<file path="src/rtl/data_bus_port_if.sv">
// Module-side signal bundle for the OR data bus access port.
// slave = the port itself, master = the module logic driving it.
interface data_bus_port_if #(
  parameter int DATA_WIDTH = 8,
  parameter int TX_DEPTH   = 4
);
  localparam int CW = $clog2(TX_DEPTH) + 1;

  logic                  tx_valid;
  logic                  tx_ready;
  logic [DATA_WIDTH-1:0] tx_data;
  logic [CW-1:0]         tx_count;
  logic                  bus_req;
  logic                  bus_grant;
  logic [DATA_WIDTH-1:0] bus_drive;
  logic [DATA_WIDTH-1:0] bus_data_in;
  logic                  bus_sel;
  logic                  rx_valid;
  logic                  rx_ready;
  logic [DATA_WIDTH-1:0] rx_data;
  logic                  rx_overrun;
  logic                  overrun_clr;

  modport slave (
    input  tx_valid, tx_data, bus_grant, bus_data_in, bus_sel, rx_ready, overrun_clr,
    output tx_ready, tx_count, bus_req, bus_drive, rx_valid, rx_data, rx_overrun
  );

  modport master (
    output tx_valid, tx_data, bus_grant, bus_data_in, bus_sel, rx_ready, overrun_clr,
    input  tx_ready, tx_count, bus_req, bus_drive, rx_valid, rx_data, rx_overrun
  );
endinterface

</file>
<file path="src/rtl/data_bus_port.sv">
// OR-bus access port: TX FIFO + request/grant/drive FSM, and a single-entry
// RX holding register with sticky overrun.
module data_bus_port #(
  parameter int DATA_WIDTH = 8,
  parameter int TX_DEPTH   = 4
) (
  input  logic             clk,
  input  logic             rst,
  data_bus_port_if.slave   port
);
  localparam int AW = $clog2(TX_DEPTH);
  localparam int CW = AW + 1;
  localparam logic [CW-1:0] FULL = CW'(TX_DEPTH);

  typedef enum logic [1:0] {IDLE, REQ, DRIVE} state_t;

  state_t                r_state, w_next;
  logic [DATA_WIDTH-1:0] r_mem [TX_DEPTH];
  logic [AW-1:0]         r_wr_ptr, r_rd_ptr;
  logic [CW-1:0]         r_count;
  logic [DATA_WIDTH-1:0] r_drive;
  logic [DATA_WIDTH-1:0] r_rx_data;
  logic                  r_rx_valid, r_rx_overrun;
  logic                  w_push, w_pop, w_cap, w_ovr;

  assign w_push = port.tx_valid && port.tx_ready;
  assign w_pop  = (r_state == REQ) && port.bus_grant && (r_count != '0);
  assign w_cap  = port.bus_sel && (!r_rx_valid || port.rx_ready);
  assign w_ovr  = port.bus_sel && r_rx_valid && !port.rx_ready;

  // Power-of-two depth: pointers wrap naturally at AW bits.
  always_ff @(posedge clk) begin
    if (rst) begin
      r_wr_ptr <= '0;
      r_rd_ptr <= '0;
      r_count  <= '0;
    end else begin
      if (w_push) r_wr_ptr <= r_wr_ptr + AW'(1);
      if (w_pop)  r_rd_ptr <= r_rd_ptr + AW'(1);
      r_count <= r_count + CW'(w_push) - CW'(w_pop);
    end
  end

  always_ff @(posedge clk) begin
    if (w_push) r_mem[r_wr_ptr] <= port.tx_data;
  end

  always_ff @(posedge clk) begin
    if (rst) r_state <= IDLE;
    else     r_state <= w_next;
  end

  always_comb begin
    w_next = r_state;
    case (r_state)
      IDLE:    if (r_count != '0) w_next = REQ;
      REQ:     if (w_pop) w_next = DRIVE;
      DRIVE:   w_next = (r_count != '0) ? REQ : IDLE;
      default: w_next = IDLE;
    endcase
  end

  // Registered drive: non-zero only in the cycle after a grant, so the OR bus stays clean.
  always_ff @(posedge clk) begin
    if (rst) r_drive <= '0;
    else     r_drive <= w_pop ? r_mem[r_rd_ptr] : '0;
  end

  always_ff @(posedge clk) begin
    if (rst) begin
      r_rx_valid   <= 1'b0;
      r_rx_data    <= '0;
      r_rx_overrun <= 1'b0;
    end else begin
      if (w_cap) begin
        r_rx_valid <= 1'b1;
        r_rx_data  <= port.bus_data_in;
      end else if (port.rx_ready) begin
        r_rx_valid <= 1'b0;
      end
      if (w_ovr)                 r_rx_overrun <= 1'b1;
      else if (port.overrun_clr) r_rx_overrun <= 1'b0;
    end
  end

  assign port.tx_ready   = (r_count != FULL);
  assign port.tx_count   = r_count;
  assign port.bus_req    = (r_state == REQ);
  assign port.bus_drive  = r_drive;
  assign port.rx_valid   = r_rx_valid;
  assign port.rx_data    = r_rx_data;
  assign port.rx_overrun = r_rx_overrun;
endmodule

</file>
<file path="src/flat_wrapper.sv">
// flat-port wrapper written by rule: the top's interface ports become plain ports
module data_bus_port_flat 
#(
  parameter int DATA_WIDTH = 8,
  parameter int TX_DEPTH   = 4
)
  (clk, rst, port_tx_valid, port_tx_data, port_bus_grant, port_bus_data_in, port_bus_sel, port_rx_ready, port_overrun_clr, port_tx_ready, port_tx_count, port_bus_req, port_bus_drive, port_rx_valid, port_rx_data, port_rx_overrun);
  data_bus_port_if #(.DATA_WIDTH(DATA_WIDTH), .TX_DEPTH(TX_DEPTH)) port_i ();
  input  logic clk;
  input  logic rst;
  input wire logic [$bits(port_i.tx_valid)-1:0] port_tx_valid;
  input wire logic [$bits(port_i.tx_data)-1:0] port_tx_data;
  input wire logic [$bits(port_i.bus_grant)-1:0] port_bus_grant;
  input wire logic [$bits(port_i.bus_data_in)-1:0] port_bus_data_in;
  input wire logic [$bits(port_i.bus_sel)-1:0] port_bus_sel;
  input wire logic [$bits(port_i.rx_ready)-1:0] port_rx_ready;
  input wire logic [$bits(port_i.overrun_clr)-1:0] port_overrun_clr;
  output wire logic [$bits(port_i.tx_ready)-1:0] port_tx_ready;
  output wire logic [$bits(port_i.tx_count)-1:0] port_tx_count;
  output wire logic [$bits(port_i.bus_req)-1:0] port_bus_req;
  output wire logic [$bits(port_i.bus_drive)-1:0] port_bus_drive;
  output wire logic [$bits(port_i.rx_valid)-1:0] port_rx_valid;
  output wire logic [$bits(port_i.rx_data)-1:0] port_rx_data;
  output wire logic [$bits(port_i.rx_overrun)-1:0] port_rx_overrun;
  assign port_i.tx_valid = port_tx_valid;
  assign port_i.tx_data = port_tx_data;
  assign port_i.bus_grant = port_bus_grant;
  assign port_i.bus_data_in = port_bus_data_in;
  assign port_i.bus_sel = port_bus_sel;
  assign port_i.rx_ready = port_rx_ready;
  assign port_i.overrun_clr = port_overrun_clr;
  assign port_tx_ready = port_i.tx_ready;
  assign port_tx_count = port_i.tx_count;
  assign port_bus_req = port_i.bus_req;
  assign port_bus_drive = port_i.bus_drive;
  assign port_rx_valid = port_i.rx_valid;
  assign port_rx_data = port_i.rx_data;
  assign port_rx_overrun = port_i.rx_overrun;
  data_bus_port #(.DATA_WIDTH(DATA_WIDTH), .TX_DEPTH(TX_DEPTH)) u_core (.clk(clk), .rst(rst), .port(port_i));
endmodule
</file>
<file path="config.mk">
export PLATFORM = sky130hd
export DESIGN_NAME = data_bus_port_flat
export DESIGN_NICKNAME = d
export VERILOG_FILES = /design/src/rtl/data_bus_port_if.sv /design/src/rtl/data_bus_port.sv /design/src/flat_wrapper.sv
export SDC_FILE = /design/constraint.sdc
export NUM_CORES = 1
export LEC_CHECK = 0
export ABC_AREA = 1
export BUFFER_PORTS_ARGS = -buffer_cell sky130_fd_sc_hd__buf_2
export CELL_PAD_IN_SITES_DETAIL_PLACEMENT = 1
export CELL_PAD_IN_SITES_GLOBAL_PLACEMENT = 2
export CORE_MARGIN = 2
export CORE_UTILIZATION = 34
export DETAILED_ROUTE_END_ITERATION = 10
export GPL_ROUTABILITY_DRIVEN = 0
export GPL_TIMING_DRIVEN = 0
export HOLD_SLACK_MARGIN = 0.05
export PLACE_DENSITY_LB_ADDON = 0.2
export SLEW_MARGIN = 30
export SYNTH_ARGS = -nofsm -noshare
export SYNTH_HDL_FRONTEND = slang
export SYNTH_SLANG_ARGS = --single-unit
</file>
<file path="constraint.sdc">
create_clock -name clk -period 2.4 [get_ports clk]
set_input_delay 0.36 -clock clk [delete_from_list [all_inputs] [get_ports clk]]
set_output_delay 0.36 -clock clk [all_outputs]
set_load 0.02 [all_outputs]
</file>
==> qor.yml <==
diodes: 0
cp_slowest_cell: "dfxtp_1"
die_y_um: 88.0
insertion_delay_ns: 0.34
yosys.area.top_type_share_pct: 40.1
power.density_mw_per_mm2: 956
worst_slew_pin_slew_ns: 0.796
crit_fanout: 4
antenna_found_initial: 0
die_area_mm2: 0.00774
cp.arrival_ns: 2.15
rsz0062_at_grt: "false"
fill_cells: 800
status: "completed"
drt_iter0_markers: 65
drc: 0
path_clk_slew_ns: 0.07
drtAntennaViolNets: 0
port_buffers: 44
cts_setup_buffers: 0
firstDrtPassIters: 4
cts-resized-gates: 0
total_power_uw: 2820
finalNonFillerCells: 393
wirelength_mm: 5.13
yosysMostFrequentCell: "nor2_1"
cts_buffers: 9
holdCritPathClass: "in -> reg"
synth_seq_area_share_pct: 62.6
post_drt_wl_per_cell_um: 13.1
grt.overflow.total: 0
area_growth_pct: 22.9
finalSetupTns_ns: 0
required_ns: 2.63
fmax_mhz: 519
async_flop_share_pct: 0
leakage_uw: 0.00133
hold_violations: 0
finalCritPeriodShare_pct: 80.3
die_x_um: 88.0
synth_cell_types: 24
syn_nets: 266
cts_sinks: 59
critical_path_buf_inv_count: 3
ys_ff_latch: 59
maxCapViolCount: 0
dp.cells: 377
drive_gt1_share_pct: 26.3
yosysTopAreaCell: "edfxtp_1"
end_kind: "flop"
cts_max_level: 3
core-area_mm2: 0.00679
hold_ws_ns: 0.239
multi_input_area_um2: 671
start_util_pct: 35.3
path_cells: "inv_2 > nand3_2 > nand2_4 > inv_1 > nand2_1 > o21ai_0 > ha_1 > inv_1 > fa_1 > o21ai_0 > a21oi_1"
syn_inst: 237
power.ir.vdd_worst_mv: 0.376
nets: 321
vias: 1691
ios: 46
hold_buffers: 0
rows: 30
grt_pass1_vias: 1631
vias_per_cell: 4.30
grt_pass1_wl_mm: 8.09
timing.final.crit_period_ns: 1.93
relSlewSlack_pct: 46.7
cts_tree: "done"
ys.flop_type: "edfxtp_1"
setup_viol: 0
grt_use_total_pct: 14.5
synthTopCellsByArea: "edfxtp_1, dfxtp_1, nor2_1, inv_1, nand2_1"
max_stage_delay_ns: 0.42
yosys_warnings: 0
avgSynthCellArea_um2: 10.1
cts_root_buffer: "clkbuf_8"
synth_edf_count: 32
clock_path_buffers: 2
syn_area_mm2: 0.00240
critPathKind: "reg -> reg"
skew_ns: 0.00596
path_delay_family: "adder cells"
cp-start-kind: "flop"
seq_area_mm2: 0.00150
dp_hpwl_mm: 3.57
slew_violations: 0
grt_max_degree: 12
synth_common_cells: "nor2_1, inv_1, edfxtp_1"
r2r_slack_ns: 0.47
## cell type report
class	count	area share, %
clock inverters	6	2.76
inverters	41	5.31
clock buffers	10	4.33
plain buffers	6	2.34
flip-flops and latches	59	51.0
multi-input cells	131	22.8
well taps	96	4.08
repair buffers	44	7.47
## layer usage
metal | vias to the layer above | share of wire [%] | global-route usage [%]
li1 | 863 | - | -
met1 | 787 | 48 | 17.8
met2 | 30 | 47 | 23.3
met3 | 11 | 3.1 | 3.49
met4 | 0 | 2.4 | 8.39
met5 | - | 0 | 0
## cells in the final DEF, fill, tap and decap left out, types with 2 or more instances in the layout
cell       synthesis  routed
edfxtp_1          32      32
nor2_2             2       2
nand2_2            4       4
buf_2              1      45
clkbuf_8           0       9
nor2_1            50      50
inv_1             37      37
o211ai_1           8       8
ha_1               5       5
dfxtp_1           27      27
nand2_1           28      28
o21ai_0           19      19
a21oi_1            5       5
clkinv_2           0       2
nand3_1            4       4
inv_2              3       3
buf_8              3       3
bufinv_16          0       2
## worst register-to-register path: cells and delay by family, from the launching register on
kind | cells | cell delay (ns)
buf+inv | 3 | 0.20
compound gates | 3 | 0.33
simple gates | 3 | 0.29
flops | 1 | 0.42
fa+ha+maj | 2 | 0.56
## sequential cells by signal, summed over array words and instances, names as in the netlist
signal,cells
u_core.port.bus_drive,8
u_core.port.rx_data,8
u_core.port.rx_overrun,1
u_core.port.rx_valid,1
u_core.port.tx_count,3
u_core.r_mem,32
u_core.r_rd_ptr,2
u_core.r_state,2
u_core.r_wr_ptr,2
## path summary, 6_finish.rpt
path                                               from  cells after the start                      end
worst max-delay path            u_core.port.tx_count[1]                     11  u_core.port.tx_count[2]
worst min register to register   u_core.port.rx_overrun                      2   u_core.port.rx_overrun
worst min-delay path                    port_tx_data[6]                      1       u_core.r_mem[2][6]
worst max register to register  u_core.port.tx_count[1]                     11  u_core.port.tx_count[2]
## logic make-up after synthesis
group,share of synthesized area (%)
AND/OR/NAND/NOR,16.8
AO/OA/AOI/OAI,7.72
flip-flops,62.6
adder cells (fa/ha/maj),3.44
buffers and inverters,9.39
## power breakdown
| part | internal [µW] | total [µW] | switching, µW | leakage (µW) |
|---|---|---|---|---|
| registers | 1180 | 1230 | 52.7 | 0.000515 |
| clock network | 578 | 976 | 398 | 0.000104 |
| logic | 208 | 608 | 400 | 0.000714 |
## through the flow
stage                     instance area [µm²]  util [%]  setup WS [ns]
after detailed placement                 2740      40.3          0.421
final                                    2950      43.4          0.474
after floorplan                          2400         -          0.497
after CTS                                2950      43.4          0.442
after global placement                   2740      40.3          0.470
after global routing                     2950      43.4          0.209
(Power assumes the default switching activity.)
